==> src/rtl/arb_pkg.sv <==
// arb_pkg: shared constants, FSM encoding and round-robin pick for the 8-way arbiter
package arb_pkg;
  localparam int N_REQ = 8;
  localparam int CODE_W = 3;
  typedef enum logic {IDLE = 1'b0, GRANT = 1'b1} state_t;
  // Returns {found, idx}: first set req bit scanning upward from last+1, wrapping, with last itself checked last
  function automatic logic [CODE_W:0] rr_pick(input logic [N_REQ-1:0] req, input logic [CODE_W-1:0] last);
    logic [CODE_W:0] r;
    logic [CODE_W-1:0] idx;
    r = '0;
    for (int i = N_REQ; i >= 1; i--) begin
      idx = last + CODE_W'(i);
      if (req[idx]) r = {1'b1, idx};
    end
    return r;
  endfunction
endpackage

==> src/rtl/decoder_3_8.sv <==
// decoder_3_8: 3-bit binary code to 8-bit one-hot
module decoder_3_8 (
  input  logic [2:0] code_in,
  output logic [7:0] code_out
);
  assign code_out = 8'd1 << code_in;
endmodule

==> src/rtl/rr_arbiter_8.sv <==
// rr_arbiter_8: round-robin arbiter for 8 requesters with optional maximum hold time
module rr_arbiter_8
  import arb_pkg::*;
#(
  parameter int MAX_HOLD = 16
) (
  input  logic              clk,
  input  logic              reset,
  input  logic [N_REQ-1:0]  req,
  output logic [N_REQ-1:0]  grant,
  output logic [CODE_W-1:0] grant_code,
  output logic              grant_valid
);
  localparam int HW = (MAX_HOLD == 0) ? 1 : $clog2(MAX_HOLD + 1);
  state_t state, state_nxt;
  logic [CODE_W-1:0] last, last_nxt, code_nxt;
  logic [HW-1:0] hold_cnt, hold_nxt;
  logic [CODE_W:0] pick;
  logic [N_REQ-1:0] dec;
  logic owner_req, expired;
  assign pick = rr_pick(req, last);
  assign owner_req = req[grant_code];
  assign expired = (MAX_HOLD != 0) && (int'(hold_cnt) >= MAX_HOLD - 1);
  assign grant_valid = (state == GRANT);
  assign grant = dec & {N_REQ{grant_valid}};
  decoder_3_8 u_dec (
    .code_in (grant_code),
    .code_out(dec)
  );
  // Next state: grant from idle, hold, or hand over (release and timeout both re-arbitrate; last == owner here)
  always_comb begin
    state_nxt = state;
    code_nxt = grant_code;
    last_nxt = last;
    hold_nxt = hold_cnt;
    if (state == IDLE || !owner_req || expired) begin
      state_nxt = pick[CODE_W] ? GRANT : IDLE;
      code_nxt = pick[CODE_W] ? pick[CODE_W-1:0] : grant_code;
      last_nxt = pick[CODE_W] ? pick[CODE_W-1:0] : last;
      hold_nxt = '0;
    end else begin
      hold_nxt = (&hold_cnt) ? hold_cnt : hold_cnt + 1'b1;
    end
  end
  // State, owner, pointer and hold counter registers
  always_ff @(posedge clk) begin
    if (reset) begin
      state <= IDLE;
      grant_code <= '0;
      last <= CODE_W'(N_REQ - 1);
      hold_cnt <= '0;
    end else begin
      state <= state_nxt;
      grant_code <= code_nxt;
      last <= last_nxt;
      hold_cnt <= hold_nxt;
    end
  end
endmodule

==> config.mk <==
export PLATFORM = sky130hd
export DESIGN_NAME = rr_arbiter_8
export DESIGN_NICKNAME = d
export VERILOG_FILES = /design/src/rtl/arb_pkg.sv /design/src/rtl/decoder_3_8.sv /design/src/rtl/rr_arbiter_8.sv
export SDC_FILE = /design/constraint.sdc
export NUM_CORES = 1
export LEC_CHECK = 0
export ABC_CLOCK_PERIOD_IN_PS = 3050
export BUFFER_PORTS_ARGS = -buffer_cell sky130_fd_sc_hd__buf_4
export CAP_MARGIN = 20
export CELL_PAD_IN_SITES_DETAIL_PLACEMENT = 0
export CELL_PAD_IN_SITES_GLOBAL_PLACEMENT = 1
export CORE_ASPECT_RATIO = 0.75
export CORE_MARGIN = 4
export CORE_UTILIZATION = 41
export DETAILED_ROUTE_END_ITERATION = 6
export PLACE_DENSITY = 0.75
export SYNTH_ARGS = -nofsm -noshare
export SYNTH_HDL_FRONTEND = slang
export SYNTH_HIERARCHICAL = 1
export SYNTH_SLANG_ARGS = --single-unit
==> constraint.sdc <==
create_clock -name clk -period 3.05 [get_ports clk]
set_input_delay 0 -clock clk [delete_from_list [all_inputs] [get_ports clk]]
set_output_delay 0 -clock clk [all_outputs]
set_load 0.02 [all_outputs]
==> results.md <==
- Outcome: complete, no violations
- Placed cell area: 1890 um2
- Mapped cell area: 1740 um2
- Hold Path Depth: 3
- Synth Area in Simple Gates: 16.7%
- Peak supply drop: 417 uV
- DRC viols: 0
- Max frequency: 358 MHz
- Cell area after layout: 1940 um2
- CTS Buf Count: 3
- Avg WL per Cell: 17.3 um
- Skew final: 0.00141 ns
- Clock Root Buffer: clkbuf_8
- Hold_buf cts: 1
- Via count: 1518
- Initial antenna violation count: 0
- Rows: 20
- Synth top area share: 20.7%
- Pwr per Cell Area: 1030 nW/um2
- Layout cell share with drive strength beyond 1: 35.1%
- Vias in the first global route: 1393
- CP Capture Type: flip-flop
- Min Tclk post-route: 2.79 ns
- Final hold vios: 0
- CP cell instances: inv_1 -> ha_1 -> buf_4 -> mux4_2 -> mux2i_1 -> nand2b_1 -> o311ai_1 -> a2111o_1 -> a21oi_1
- Die extent in x: 83.3 um
- Critical Path RT: 3.22 ns
- Synth top area cells: mux4_2 (21%), dfxtp_1 (14%), mux2i_1 (5.2%)
- Post-CTS Setup Inserts: 0
- Final Max Tran Viols: 0
- First-pass GRT wire length: 7.04 mm
- P_leak: 0.000795 uW
- Mux contribution to synthesized area: 35.2%
- Largest area contributor in the netlist: mux4_2
- Layout Nets: 205
- Fin crit share: 91.5%
- Relative slew slack: 67.7%
- Drt via density: 6.25
- Total GRT Usage: 15.9%
- I/O pin cnt: 22
- Area of the core: 4080 um2
- CP Launch Type: flip-flop
- CP Class: flip-flop to flip-flop
- RSZ-0062 raised after global routing: false
- Arrival time at the worst endpoint: 2.96 ns
- Die H: 64.5 um
- Drt pass-1 iters: 5
- Layout area overhead: 11.3%
- Largest family of logic cells by synthesized area: multiplexers
- Worst min path class: input pin to flip-flop
- Async SR Flop Fraction: 0%
- Largest net degree at the start of global routing: 17
- Initial DRC Count: 180
- Distinct cell type count after synthesis: 62
- Grt total ovfl: 0
- H-tree lvl count: 1
- EDFF count, synth: 0
- Synth Register Bits: 12
- Antenna Nets Post-Route: 0
- Fin Setup TNS: 0 ns
- Compound-Gate Fraction of Synth Area: 18.4%
- GP Congestion: 0.916
- DP Cell Count: 239
- DP HPWL: 3.13 mm
- Max stage delay on crit path: 0.58 ns
- Register area share after synthesis: 13.8%
- Fin util: 47.6%
- Clock edge transition at the registers on the reported setup and hold paths: 0.05 ns
- Max-cap violations: 0
- Initial Util: 42.8%
- Sequential cell area: 240 um2
- Diodes inserted: 0
- CTS tree: yes
- Synth Area per Inst: 10.3 um2
- Synth warn: 6
- Clock latency on the worst-skew pair: 0.24 ns
- Final setup violation count: 0
- IO Port Bufs: 21
- Maximum root-to-sink buffer count: 2
- Layout fillers: 390
- Synthesized instance count: 170
- Post-synthesis xor/xnor area fraction: 3.44%
- CTS sink cnt: 12
- Worst-path maximum fanout: 6
- Top cells by count, synth: mux4_2 (16), dfxtp_1 (12), nor2_1 (11), a21oi_1 (10), and2_1 (10)
- Slew @ Worst Pin: 0.471 ns
- Slowest cell on crit path: mux4_2
- Die ar.: 5370 um2
- R2R cell count: 9
- Area of the multi-input gates: 1350 um2
- Most frequent cell after synthesis: mux4_2
- Post-CTS Resized: 0
- Synth Net Count: 185
- Drt total wl: 4.20 mm
- Main synth FF type: dfxtp_1
- Post-synthesis adder-cell area fraction: 3.59%
- Fin cells: 243
-- routing by layer --
metal | vias up | global-route usage (%) | wire [um]
met5 | - | 0 | 0
met1 | 732 | 24.9 | 1970
li1 | 707 | - | -
met3 | 4 | 3.43 | 346
met4 | 0 | 2.24 | 21
met2 | 75 | 22.7 | 1860
-- area by class of cell --
type,count,area share (%)
multi-input combinational,137,69.5
inverter,8,1.55
timing repair buffer,28,11.0
sequential,12,12.4
clock buffer,3,2.13
tap,55,3.54
-- power by group --
part	leakage, uW	switching [uW]	total, uW	internal (uW)
clock	0.0000216	53.4	140	86.6
combinational	0.000675	852	1620	764
sequential	0.0000988	52.4	246	194
-- per-stage QoR --
stage / setup WS [ns] / power (uW) / hold WS [ns]
2_1_floorplan: 0.0905 / 1600 / 0.0691
3_3_place_gp: 0.312 / 1800 / 0.222
3_5_place_dp: 0.296 / 1830 / 0.219
4_1_cts: 0.293 / 1980 / 0.521
5_1_grt: 0.0807 / 2140 / 0.573
6_report: 0.259 / 2000 / 0.530
-- path summary, 6_finish.rpt --
kind                                 to                      from  slack [ns]
max          grant_code[0]$_SDFFE_PP0P_      last[1]$_SDFFE_PP1P_        0.26
min          grant_code[0]$_SDFFE_PP0P_                     reset        0.53
max reg2reg  grant_code[0]$_SDFFE_PP0P_      last[1]$_SDFFE_PP1P_        0.26
min reg2reg    hold_cnt[3]$_SDFFE_PP0N_  hold_cnt[3]$_SDFFE_PP0N_        0.55
-- state kept, by name, indices dropped and copies added, names as in the netlist --
signal and count:
grant_code 3, grant_valid 1, hold_cnt 5, last 3
-- layout by cell type, fill, tap and decap left out, types with 2 or more instances in the layout --
cell      Yosys  layout
xnor2_1       2       2
a221oi_1      2       2
nand2_1       6       6
a211oi_1      2       2
nor2_1       11      11
dfxtp_1      12      12
o21ai_1       2       2
nand2b_1      3       3
clkbuf_8      2       3
and3b_2       3       3
a21oi_1      10      10
mux4_2       16      16
o211ai_1      2       2
mux4_1        3       3
nor3b_1       3       3
xor2_1        3       3
inv_1         8       8
and3_1        2       2
buf_4         1      27
nand3_1       3       3
a21o_1        2       2
nand4_1       3       3
mux2i_1       9       9
ha_1          5       5
and2_1       10      10
mux2_2        5       5
-- worst max-delay path: cells and delay by family, from the launching register on --
family,cells,cell delay [ns]
mux,2,0.84
compound gates,3,0.68
fa+ha+maj,1,0.43
flops,1,0.32
buf+inv,2,0.32
simple gates,1,0.15
-- cell families after synthesis --
group	after synthesis
fa+ha+maj	5
compound gates	40
mux	35
flops	12
xor+xnor	6
buf+inv	21
simple gates	51
No activity file was read; power rests on OpenSTA's default activity.
